`config.mk`:
```
export PLATFORM = sky130hd
export DESIGN_NAME = fir_coeff_loader
export DESIGN_NICKNAME = d
export VERILOG_FILES = /design/src/rtl/fir_coeff_loader.sv
export SDC_FILE = /design/constraint.sdc
export NUM_CORES = 1
export LEC_CHECK = 0
export CORE_MARGIN = 8
export CORE_UTILIZATION = 35
export CTS_CLUSTER_SIZE = 28
export DETAILED_ROUTE_END_ITERATION = 6
export GPL_ROUTABILITY_DRIVEN = 1
export HOLD_SLACK_MARGIN = 0.02
export PLACE_DENSITY = 0.63
export SYNTH_ARGS = -nofsm -noshare
export SYNTH_HDL_FRONTEND = slang
export SYNTH_SLANG_ARGS = --single-unit
```
`constraint.sdc`:
```
create_clock -name clk -period 9.09 [get_ports clk]
set_input_delay 0.909 -clock clk [delete_from_list [all_inputs] [get_ports clk]]
set_output_delay 0.909 -clock clk [all_outputs]
set_load 0.02 [all_outputs]
```
`src/rtl/fir_coeff_loader.sv`:
```
// Coefficient loader for the tapped-delay FIR: collects one full coefficient set into
// a shadow bank over a valid/ready stream and publishes it atomically on a sample boundary.
module fir_coeff_loader #(
    parameter int DELAYS = 3,
    parameter int N      = 32
) (
    input  logic                    clk,
    input  logic                    rst,
    input  logic                    wr_valid,
    output logic                    wr_ready,
    input  logic [N-1:0]            wr_data,
    input  logic                    wr_last,
    input  logic                    clear,
    input  logic                    sample_strobe,
    output logic [(DELAYS+1)*N-1:0] b,
    output logic                    busy,
    output logic                    commit_done,
    output logic                    err
);

    localparam int IDX_W = (DELAYS < 1) ? 1 : $clog2(DELAYS + 1);
    localparam logic [IDX_W-1:0] LAST_IDX = IDX_W'(DELAYS);

    typedef enum logic [1:0] {
        IDLE = 2'd0,
        LOAD = 2'd1,
        PEND = 2'd2
    } state_t;

    state_t                    state_r;
    logic [IDX_W-1:0]          idx_r;
    logic [N-1:0]              shadow_r [0:DELAYS];
    logic [(DELAYS+1)*N-1:0]   b_r;
    logic                      wr_ready_r;
    logic                      busy_r;
    logic                      commit_done_r;
    logic                      err_r;
    logic                      xfer_s;

    // A word moves only when the host offers it and the registered ready is high.
    always_comb begin
        xfer_s = wr_valid & wr_ready_r;
    end

    // Loader FSM; wr_ready and busy are registered from the next state so they line up with it.
    always_ff @(posedge clk or posedge rst) begin
        if (rst) begin
            state_r       <= IDLE;
            idx_r         <= '0;
            b_r           <= '0;
            wr_ready_r    <= 1'b0;
            busy_r        <= 1'b0;
            commit_done_r <= 1'b0;
            err_r         <= 1'b0;
            for (int k = 0; k <= DELAYS; k++) begin
                shadow_r[k] <= '0;
            end
        end else begin
            commit_done_r <= 1'b0;
            if (clear) begin
                state_r    <= IDLE;
                idx_r      <= '0;
                err_r      <= 1'b0;
                wr_ready_r <= 1'b1;
                busy_r     <= 1'b0;
                for (int k = 0; k <= DELAYS; k++) begin
                    shadow_r[k] <= '0;
                end
            end else begin
                case (state_r)
                    IDLE: begin
                        wr_ready_r <= 1'b1;
                        busy_r     <= 1'b0;
                        if (xfer_s) begin
                            if (wr_last) begin
                                err_r <= 1'b1;
                                idx_r <= '0;
                            end else begin
                                shadow_r[0] <= wr_data;
                                idx_r       <= IDX_W'(1);
                                state_r     <= LOAD;
                                busy_r      <= 1'b1;
                            end
                        end
                    end
                    LOAD: begin
                        if (xfer_s) begin
                            if ((idx_r == LAST_IDX) && wr_last) begin
                                shadow_r[idx_r] <= wr_data;
                                state_r         <= PEND;
                                wr_ready_r      <= 1'b0;
                            end else if ((idx_r != LAST_IDX) && !wr_last) begin
                                shadow_r[idx_r] <= wr_data;
                                idx_r           <= idx_r + IDX_W'(1);
                            end else begin
                                // Framing error: drop the word, keep b, restart the set.
                                err_r      <= 1'b1;
                                idx_r      <= '0;
                                state_r    <= IDLE;
                                busy_r     <= 1'b0;
                                wr_ready_r <= 1'b1;
                            end
                        end
                    end
                    PEND: begin
                        if (sample_strobe) begin
                            for (int k = 0; k <= DELAYS; k++) begin
                                b_r[k*N +: N] <= shadow_r[k];
                            end
                            commit_done_r <= 1'b1;
                            idx_r         <= '0;
                            state_r       <= IDLE;
                            wr_ready_r    <= 1'b1;
                            busy_r        <= 1'b0;
                        end
                    end
                    default: begin
                        state_r    <= IDLE;
                        idx_r      <= '0;
                        wr_ready_r <= 1'b1;
                        busy_r     <= 1'b0;
                    end
                endcase
            end
        end
    end

    assign wr_ready    = wr_ready_r;
    assign b           = b_r;
    assign busy        = busy_r;
    assign commit_done = commit_done_r;
    assign err         = err_r;

endmodule

```
Word level (Yosys, flattened, before mapping):

Cells that the tools add are included.

* eq/ne operators: 13
* bitwise logic cells: 3
* muxes and demuxes: 49
* reduce and logical (&&, ||, !) cells: 17
* order comparisons: 2
* add/subtract/negate cells: 1

Operators by type and width (count)
* 128-bit two-way mux: 4
* 128-bit bitwise mux: 1
* 32-bit two-way mux: 3
* 96-bit two-way mux: 1
* 32-bit demux with 2-bit select: 1
* 32-bit case mux with 2 select lines: 1
* 2-bit two-way mux: 12
* 1-bit two-way mux: 21
* 3-bit inequality test (second input constant): 7
* 2-bit case mux with 3 select lines: 2
* 5-bit AND reduction: 2
* 3-bit AND reduction: 3
* 4-bit inequality test (second input constant): 2
* 4-bit AND reduction: 2
* 6-bit AND reduction: 1
* 3-bit nonzero test: 2
* 2-bit equality test (second input constant): 2
* 1-bit case mux with 2 select lines: 2
* 2-bit nonzero test: 2
* 3-bit >= comparator (second input constant): 1
* 1-bit logical AND: 3
* 3-bit by 1-bit less-than comparator with 1-bit output (second input constant): 1
* 2-bit inverter with 3-bit output: 1
* 1-bit case mux with 3 select lines: 1
* 7 further kinds: 7

* flip-flop bits (word level): 264
* output and inout port bits: 132
* input port bits: 38

Longest topological paths before layout:

* depth in word-level cells: 11
* mapped depth: 8
* gate-level depth less buffers: 6

Least setup slack after synthesis:

OpenSTA, ideal clock, no wires.

* path kind: input-to-reg
* start point: input port clear
* end point: register b_r[0] (netlist: b[0])
* setup time: 0.125 ns
* arrival time: 1.861 ns
* stages on the path: 4
* path slack: 7.105 ns
* data required time: 8.965 ns
* cell sequence: and4bb_2 buf_4 buf_6 mux2_2

* longest elaborated chain between the ends: 2

Ends and longest elaborated chain
* start: declaration: line 13 `input logic clear,`
* 1-bit inverter (no source line)
* 3-bit AND reduction (no source line)
* end signal: indexed assignment: line 108 `b_r[k*N +: N] <= shadow_r[k];`
* end: declaration: line 33 `logic [(DELAYS+1)*N-1:0] b_r;`

No other way between the ends.
A chain may end at the register's enable or synchronous reset.

Worst setup path after layout:

* start point: register state_r[0]
* end point: register shadow_r[18] in the netlist's numbering

* longest elaborated chain between the ends: 3

Ends and longest elaborated chain
* start: declaration: line 30 `state_t state_r;`
* start signal: assignment: line 48 `state_r <= IDLE;`
* start signal: assignment: line 61 `state_r <= IDLE;`
* start signal: assignment: line 81 `state_r <= LOAD;`
* 2-bit by 1-bit equality test with 1-bit output: line 70 `case (state_r)`
* 2-bit nonzero test (no source line)
* 3-bit AND reduction (no source line)
* end signal: indexed assignment: line 89 `shadow_r[idx_r] <= wr_data;`
* end signal: indexed assignment: line 93 `shadow_r[idx_r] <= wr_data;`
* end: declaration: line 32 `logic [N-1:0] shadow_r [0:DELAYS];`

No other way between the ends.

==> flow_summary.toml <==
[run_status]
status = "finished clean"

[synth]
synth_nets = 934
yosysWarnings = 0
yosys-top-cells-count = "dfrtp_1 (264), nand2_1 (230), mux2_2 (128)"
ys_seq_area_share_pct = 61.8
synth_area_mm2 = 0.0107
synth-main-ff-cell = "dfrtp_1"
yosysTopAreaCell = "dfrtp_1"
ys_types = 34
synth_edf_count = 0
syn_avg_cell_area_um2 = 12.0
yosys-top-cells-area = "dfrtp_1 (62%), mux2_2 (13%), nand2_1 (8.1%), a21oi_1 (4.7%), mux2i_1 (3.0%)"
syn_inst = 891
yosysMostFrequentCell = "dfrtp_1"
ys_ff_latch = 264
synth_top_area_share_pct = 61.8
synthArstFlopShare_pct = 100

[die]
die_y_um = 191
rows = 64
core_area_mm2 = 0.0303
io_pins = 170
fp.dieW_um = 191
dieArea_mm2 = 0.0364
start_util_pct = 35.2

[drt]
via_count = 7070
vias_per_cell = 4.87
drc_errors = 0
drt_iter0_markers = 406
drtPass1Iterations = 4
wirelength_mm = 27.4
wl_per_cell_um = 18.8
ant_nets = 0

[sta]
fin_worst_skew_ns = 0.00633
slew-limit-headroom_pct = 27.5
holdWs_ns = 0.501
finalCritPeriodShare_pct = 36.9
period_needed_ns = 3.35
fmax_mhz = 298
tns_ns = 0
setup_viol = 0
fin_ws_ns = 5.74
worstMarginPinSlew_ns = 1.08
maxSlewViolCount = 0
rsz0062_at_grt = "no"
hold_viol_final = 0

[grt]
grtUsageTotal_pct = 15.0
first_global_vias = 7615
grt_max_degree = 152
grt_first_pass_wirelength_mm = 43.9
grt_antenna_before_repair = 0
grt.overflow.total = 0

[pwr]
leakagePower_nw = 6.06
p_per_area_mw_per_mm2 = 178
vdd_ir_drop_max_mv = 0.106

[finish]
n_antenna_cell = 0
areaGrowthSynthToFinish_pct = 26.0
drive_above_1_share_pct = 18.1
final_nets = 1082

[clock_network]
clock_sinks = 264
cts_resized = 0
clkTransAtPathRegs_ns = 0.06
tritoncts = "built"
clockRootBuffer = "clkbuf_16"
cts_hold_buf = 0
cts-htree-levels = 1
insertion_delay_ns = 0.54
clockBufferDepth = 3
cts_inserted_buffers = 28
post_cts_buffers = 0

[setup_path]
critPathLaunchType = "flop"
worst-setup-path-type = "reg2reg"
required_ns = 9.47
cp.arrival_ns = 3.73
worstPathMaxFanout = 18
end_kind = "flop"
r2r_cells = 5

[placement]
dpl.hpwl_mm = 16.5
dp_slack_ns = 5.17
place_congestion = 0.732
io_buffers = 169

[min_path]
hp-class = "reg2reg"
hold_depth = 1

[run]
maxCapViolCount = 0
path summary, 6_finish.rpt:
check | start | end | slack (ns)
max | state_r[0] | shadow_r[18] | 5.74
max reg2reg | state_r[0] | shadow_r[18] | 5.74
max in group asynchronous | rst | shadow_r[113] | 6.93
min reg2reg | shadow_r[51] | b[83] | 0.50
min in group asynchronous | rst | b[2] | 0.86
min | shadow_r[51] | b[83] | 0.50
cell type report:
class	count	area (µm²)
Multi-Input combinational cell	563	3700
Sequential cell	264	6610
Timing Repair Buffer	177	1760
Clock buffer	39	803
Clock inverter	9	77.6
Tap cell	396	495
Fill cell	2851	16900
Inverter	5	26.3
worst max-delay path, stage by stage (launching register included):
cell and delay [ns]:
dfrtp_1 0.55, nor2b_1 0.85, nand4_1 1.02, buf_4 0.57
nand2_1 0.11, a21oi_1 0.06
registers in the layout, summed over array words and instances (netlist names):
name,flops
commit_done,1
b,128
state_r,2
wr_ready,1
busy,1
err,1
shadow_r,128
idx_r,2
per-layer routing:
metal	up-vias	GRT usage (%)	wire (µm)	share of wire (%)
li1	3277	-	-	-
met1	3593	19.7	12100	44
met2	161	24.8	13000	47
met3	39	3.31	1710	6.3
met4	0	3.82	516	1.9
met5	-	0	0	0
placed cells by master, fill, tap and decap left out, types with 4 or more instances in the layout:
| cell | count |
|---|---|
| dfrtp_1 | 264 |
| nand2_1 | 230 |
| clkdlybuf4s50_1 | 168 |
| mux2_2 | 128 |
| a21oi_1 | 101 |
| nand2b_1 | 33 |
| mux2i_1 | 32 |
| clkbuf_16 | 29 |
| buf_4 | 8 |
| clkbuf_1 | 6 |
| ha_1 | 5 |
| clkinv_2 | 5 |
| inv_1 | 4 |
| clkbuf_8 | 4 |
metrics by stage:
stage          cells  util, %  cell area, µm²  power (W)
5_1_grt         1453     44.4           13500    0.00248
2_1_floorplan    891        -           10700    0.00127
3_5_place_dp    1405     41.5           12600    0.00132
6_report        1453     44.4           13500    0.00240
3_3_place_gp    1405     41.5           12600    0.00132
4_1_cts         1453     44.4           13500    0.00243
cells by family (layout without fill, tap and decap cells):
logic type	Yosys count	count (layout)	share of synthesized area, %
simple gates	279	279	10.9
flops	264	264	61.8
fa+ha+maj	5	5	0.585
mux	160	160	16.5
compound gates	119	119	6.24
buf+inv	64	230	4.01
report_power, final:
part | switching [W] | leakage [nW] | internal, W
clock | 0.000462 | 0.427 | 0.000640
combinational | 0.0000687 | 1.97 | 0.0000335
sequential | 0.00000627 | 3.67 | 0.00119
total | 0.000537 | 6.06 | 0.00186
Power figures use the tool's default switching activity.
